`src/rtl/bat_amateur_sequencer_if.sv`:
```
// Sequencer <-> microcode ROM / control bundle. The master drives the ROM-side
// controls; the sequencer takes the slave view.
interface bat_amateur_sequencer_if #(
  parameter int UOP_W  = 3,
  parameter int NFLAGS = 2,
  parameter int CNT_W  = 16
);
  logic              STALL;
  logic              RESET_uOP;
  logic              READ_FLAGS;
  logic              HALT_REQ;
  logic              RESUME;
  logic [NFLAGS-1:0] FLAG_MASK;
  logic [NFLAGS-1:0] ALU_FLAGS;
  logic [UOP_W-1:0]  uOP;
  logic [NFLAGS-1:0] FLAGS;
  logic              HALTED;
  logic              FAULT;
  logic [CNT_W-1:0]  RETIRED;

  modport master (
    output STALL, RESET_uOP, READ_FLAGS, HALT_REQ, RESUME, FLAG_MASK, ALU_FLAGS,
    input  uOP, FLAGS, HALTED, FAULT, RETIRED
  );
  modport slave (
    input  STALL, RESET_uOP, READ_FLAGS, HALT_REQ, RESUME, FLAG_MASK, ALU_FLAGS,
    output uOP, FLAGS, HALTED, FAULT, RETIRED
  );
endinterface

```
`src/rtl/bat_amateur_sequencer.sv`:
```
// BatAmateur micro-step sequencer: step counter, masked flag latch, stall,
// step-overflow fault and retired counter. Halt/resume built only with BAT_SEQ_HALT_EN.
module bat_amateur_sequencer #(
  parameter int UOP_W    = 3,
  parameter int NFLAGS   = 2,
  parameter int MAX_STEP = 6,
  parameter int CNT_W    = 16
) (
  input  logic                    CLK,
  input  logic                    RST,
  bat_amateur_sequencer_if.slave  bus
);
  localparam logic [1:0] S_RUN = 2'd0;
`ifdef BAT_SEQ_HALT_EN
  localparam logic [1:0] S_HALT = 2'd1;
`endif
  localparam logic [1:0] S_FLT = 2'd2;

  localparam logic [UOP_W-1:0] RESET_STEP = '1;

  logic [1:0]        r_state;
  logic [UOP_W-1:0]  r_uop;
  logic [NFLAGS-1:0] r_flags;
  logic [CNT_W-1:0]  r_retired;

  logic              w_halt_req;
  logic              w_end;
  logic              w_ovf;
  logic [NFLAGS-1:0] w_flags_nxt;

`ifdef BAT_SEQ_HALT_EN
  assign w_halt_req = bus.HALT_REQ;
`else
  // Halt controls are dead inputs in this build.
  logic w_unused_halt;
  assign w_unused_halt = &{1'b0, bus.HALT_REQ, bus.RESUME};
  assign w_halt_req    = 1'b0;
`endif

  assign w_end       = bus.RESET_uOP | w_halt_req;
  assign w_ovf       = (r_uop == UOP_W'(MAX_STEP)) & ~w_end;
  assign w_flags_nxt = (r_flags & ~bus.FLAG_MASK) | (bus.ALU_FLAGS & bus.FLAG_MASK);

  // Falling-edge update lets the ROM settle before rising-edge datapath regs.
  always_ff @(negedge CLK) begin
    if (RST) begin
      r_state   <= S_RUN;
      r_uop     <= RESET_STEP;
      r_flags   <= '0;
      r_retired <= '0;
    end else if (r_state == S_FLT) begin
      r_state <= S_FLT;
`ifdef BAT_SEQ_HALT_EN
    end else if (r_state == S_HALT) begin
      if (bus.RESUME) r_state <= S_RUN;
`endif
    end else if (!bus.STALL) begin
      if (w_ovf) begin
        r_state <= S_FLT;
      end else begin
        if (bus.READ_FLAGS) r_flags <= w_flags_nxt;
        if (w_end) begin
          r_uop     <= RESET_STEP;
          r_retired <= r_retired + CNT_W'(1);
`ifdef BAT_SEQ_HALT_EN
          if (w_halt_req) r_state <= S_HALT;
`endif
        end else begin
          r_uop <= r_uop + UOP_W'(1);
        end
      end
    end
  end

  assign bus.uOP     = r_uop;
  assign bus.FLAGS   = r_flags;
  assign bus.FAULT   = (r_state == S_FLT);
  assign bus.RETIRED = r_retired;
`ifdef BAT_SEQ_HALT_EN
  assign bus.HALTED  = (r_state == S_HALT);
`else
  assign bus.HALTED  = 1'b0;
`endif
endmodule

```
`src/flat_wrapper.sv`:
```
// flat-port wrapper written by rule: the top's interface ports become plain ports
module bat_amateur_sequencer_flat 
#(
  parameter int UOP_W    = 3,
  parameter int NFLAGS   = 2,
  parameter int MAX_STEP = 6,
  parameter int CNT_W    = 16
)
  (CLK, RST, bus_STALL, bus_RESET_uOP, bus_READ_FLAGS, bus_HALT_REQ, bus_RESUME, bus_FLAG_MASK, bus_ALU_FLAGS, bus_uOP, bus_FLAGS, bus_HALTED, bus_FAULT, bus_RETIRED);
  bat_amateur_sequencer_if #(.UOP_W(UOP_W), .NFLAGS(NFLAGS), .CNT_W(CNT_W)) bus_i ();
  input  logic CLK;
  input  logic RST;
  input wire logic [$bits(bus_i.STALL)-1:0] bus_STALL;
  input wire logic [$bits(bus_i.RESET_uOP)-1:0] bus_RESET_uOP;
  input wire logic [$bits(bus_i.READ_FLAGS)-1:0] bus_READ_FLAGS;
  input wire logic [$bits(bus_i.HALT_REQ)-1:0] bus_HALT_REQ;
  input wire logic [$bits(bus_i.RESUME)-1:0] bus_RESUME;
  input wire logic [$bits(bus_i.FLAG_MASK)-1:0] bus_FLAG_MASK;
  input wire logic [$bits(bus_i.ALU_FLAGS)-1:0] bus_ALU_FLAGS;
  output wire logic [$bits(bus_i.uOP)-1:0] bus_uOP;
  output wire logic [$bits(bus_i.FLAGS)-1:0] bus_FLAGS;
  output wire logic [$bits(bus_i.HALTED)-1:0] bus_HALTED;
  output wire logic [$bits(bus_i.FAULT)-1:0] bus_FAULT;
  output wire logic [$bits(bus_i.RETIRED)-1:0] bus_RETIRED;
  assign bus_i.STALL = bus_STALL;
  assign bus_i.RESET_uOP = bus_RESET_uOP;
  assign bus_i.READ_FLAGS = bus_READ_FLAGS;
  assign bus_i.HALT_REQ = bus_HALT_REQ;
  assign bus_i.RESUME = bus_RESUME;
  assign bus_i.FLAG_MASK = bus_FLAG_MASK;
  assign bus_i.ALU_FLAGS = bus_ALU_FLAGS;
  assign bus_uOP = bus_i.uOP;
  assign bus_FLAGS = bus_i.FLAGS;
  assign bus_HALTED = bus_i.HALTED;
  assign bus_FAULT = bus_i.FAULT;
  assign bus_RETIRED = bus_i.RETIRED;
  bat_amateur_sequencer #(.UOP_W(UOP_W), .NFLAGS(NFLAGS), .MAX_STEP(MAX_STEP), .CNT_W(CNT_W)) u_core (.CLK(CLK), .RST(RST), .bus(bus_i));
endmodule
```
`config.mk`:
```
export PLATFORM = sky130hd
export DESIGN_NAME = bat_amateur_sequencer_flat
export DESIGN_NICKNAME = d
export VERILOG_FILES = /design/src/rtl/bat_amateur_sequencer_if.sv /design/src/rtl/bat_amateur_sequencer.sv /design/src/flat_wrapper.sv
export SDC_FILE = /design/constraint.sdc
export NUM_CORES = 1
export LEC_CHECK = 0
export CORE_MARGIN = 4
export CORE_UTILIZATION = 48
export DETAILED_ROUTE_END_ITERATION = 8
export PLACE_DENSITY = 0.82
export SETUP_SLACK_MARGIN = 0.15
export SLEW_MARGIN = 20
export SYNTH_ARGS = -nofsm -noshare
export SYNTH_HDL_FRONTEND = slang
export SYNTH_SLANG_ARGS = --single-unit
```
`constraint.sdc`:
```
create_clock -name CLK -period 2.57 [get_ports CLK]
set_input_delay 0.257 -clock CLK [delete_from_list [all_inputs] [get_ports CLK]]
set_output_delay 0.257 -clock CLK [all_outputs]
set_load 0.005 [all_outputs]
```
==> reports/metrics.cfg <==
[sta]
relSlewSlack=0.522
drv_slew=0
setup_ws_ns=0.0934
grt_setup_unrepaired=true
skew_ns=0.0335
final-hold-violation-count=0
worstMarginPinSlew_ns=0.715
holdWs_ns=0.485
tns_ns=0
setup_viol=0

[die]
die_height_um=54.5
initial_utilization=0.518
rows=16
io_pins=34
die_x_um=54.5
coreArea_um2=2000
fp.dieArea_um2=2970

[worst_setup_path]
max_stage_delay_ns=0.41
critical_path_class=input port to flip-flop
critical_path.max_fanout=3
cp-start-kind=input port
cp.required_ns=1.60
reg2reg_slack_ns=0.49
critPathCaptureType=flip-flop
crit_path_cell_trace=buf_6, or3b_4, buf_6, nor4_4, mux2_4
crit_top_cell=buf_6
critPathArrivalTime_ns=1.51
critPathSlowestCell=or3b_4

[placement]
port-buffer-count=30
place_hpwl_um=1920
placedCellCount=190
place_congestion=0.770
placed_cell_area_um2=1530
dpl_worst_slack_ns=-0.632

[grt]
use_met1=0.297
antenna_found_initial=0
busiest_layer=met2
grtUsageTotal=0.271
grt_overflow=0
met2_usage=0.464
grt_pass1_vias=1291
grt_max_degree=13
met3_usage=0.0845
grt_first_pass_wirelength_um=5710

[pwr]
leakagePower_nw=0.912
ir_worst_vdd_uv=477
power_uw=841
power_density_nw_per_um2=462

[yosys]
yosysSeqAreaShare=0.425
synth_area_um2=1040
syn_inst=120
synth_warnings=0
ys_types=31
synth_nets=134
synth_area_per_cell_um2=8.64
ys_seq_elements=22

[cts]
postCtsHoldBufs=0
cts_tree=built
cts_max_path_buffers=2
cts.clk_slew.worst_paths_ns=0.07
clkLatencyLatePin_ns=0.42
htreeDepth=1
cts_sinks=22
cts_root_buf=clkbuf_4
numCtsBuffers=3

[routing]
wl_per_cell_um=18.3
drt_wl_total_um=4270
vias=1329
antenna_left=0
drc=0
drt-pass1-iter-count=4
drt-initial-drc-count=56
routed_via_density=5.70

[worst_hold_path]
hp-class=flip-flop to flip-flop

[finish]
fin_nets=221
final_util=0.909
layout-drive-gt1-share=0.505
stdcell_area_um2=1820
area_delta_synth_final_pct=75.5
layoutNonFillerInstCount=233
fillCellCount=87
final_common_cell=buf_4
num_antenna_cells=0
layout_common_cells=buf_4, inv_1, dfxtp_2, buf_2, nor2_1

[job]
maxCapViolCount=0

[outcome]
status=finished clean

==> cell usage after synthesis <==
library cell  number  area [um^2]
a21oi_1            7         35.0
buf_2              1         5.00
buf_4              2         15.0
clkbuf_1           1         3.75
clkbuf_2           1         5.00
conb_1             1         3.75
dfxtp_1           22          440
ha_1               3         37.5
inv_1              7         26.3
mux2_2             2         22.5
mux2i_1            2         20.0
nand2_1            8         30.0
nand3_1            4         20.0
nand3b_1           1         7.51
nand4_1            5         31.3
nand4_2            1         12.5
nor2_1            17         63.8
nor2b_1            2         12.5
nor3_1             3         15.0
nor3b_1            1         7.51
nor3b_2            1         12.5
nor4_1             4         25.0
o21ai_0            2         10.0
o21bai_1           1         7.51
o31ai_1            3         22.5
or3_1              3         18.8
or3_2              1         7.51
or3b_2             1         8.76
or4_1              3         22.5
xnor2_1            7         61.3
xor2_1             3         26.3
==> critical path: cells and delay by family <==
kind	cells	cell delay, ns
multiplexers	1	0.33
buffers and inverters	2	0.23
AND/OR/NAND/NOR	2	0.69
==> sequential cells by signal, summed over array words and instances, names as in the netlist, named ones only <==
register / cells
u_core.r_state: 1
u_core.bus.uOP: 3
u_core.bus.RETIRED: 16
==> final timing paths <==
kind | start | to | depth (start not counted)
hold reg to reg | flip-flop | flip-flop | 2
setup / recovery | bus_STALL | u_core.bus.RETIRED[13] | 5
hold / removal | flip-flop | flip-flop | 2
setup reg to reg | u_core.bus.RETIRED[3] | u_core.bus.RETIRED[12] | 5
==> cells by family after synthesis <==
| kind of cell | after synthesis | share of synthesized area |
|---|---|---|
| and+or+nand+nor | 55 | 0.285 |
| DFF | 22 | 0.425 |
| AOI/OAI and AO/OA | 13 | 0.0724 |
| buffers and inverters | 12 | 0.0531 |
| xor gates and xnor gates | 10 | 0.0844 |
| muxes | 4 | 0.0410 |
| adders and majority gates | 3 | 0.0362 |
| other | 1 | 0.00362 |
==> report_power, final <==
part           switching [mW]  internal, mW  leakage (nW)  total, mW
registers             0.00473         0.351         0.186      0.356
clock network           0.248         0.102         0.131      0.350
logic                  0.0619        0.0733         0.594      0.135
total                   0.315         0.526         0.912      0.841
==> what timing repair did <==
| action | 4_1_cts | 5_1_grt |
|---|---|---|
| pin swaps | 8 | 11 |
| resized for setup | 126 | 14 |
| buffers inserted | 14 | 3 |
| gates cloned | 1 | 0 |
| endpoints found under the setup margin | 42 | 16 |
==> layer usage <==
| metal | vias to the layer above | part of all wire |
|---|---|---|
| li1 | 586 | - |
| met1 | 637 | 0.40 |
| met2 | 86 | 0.49 |
| met3 | 20 | 0.078 |
| met4 | 0 | 0.030 |
| met5 | - | 0 |
==> final cells by class <==
class | count | area (um^2) | area share
Multi-Input combinational cell | 86 | 659 | 0.362
Timing Repair Buffer | 66 | 526 | 0.289
Sequential cell | 22 | 469 | 0.258
Clock inverter | 23 | 87.6 | 0.0481
Tap cell | 27 | 33.8 | 0.0186
Clock buffer | 3 | 22.5 | 0.0124
Inverter | 6 | 22.5 | 0.0124
No activity file was read; power rests on OpenSTA's default activity.
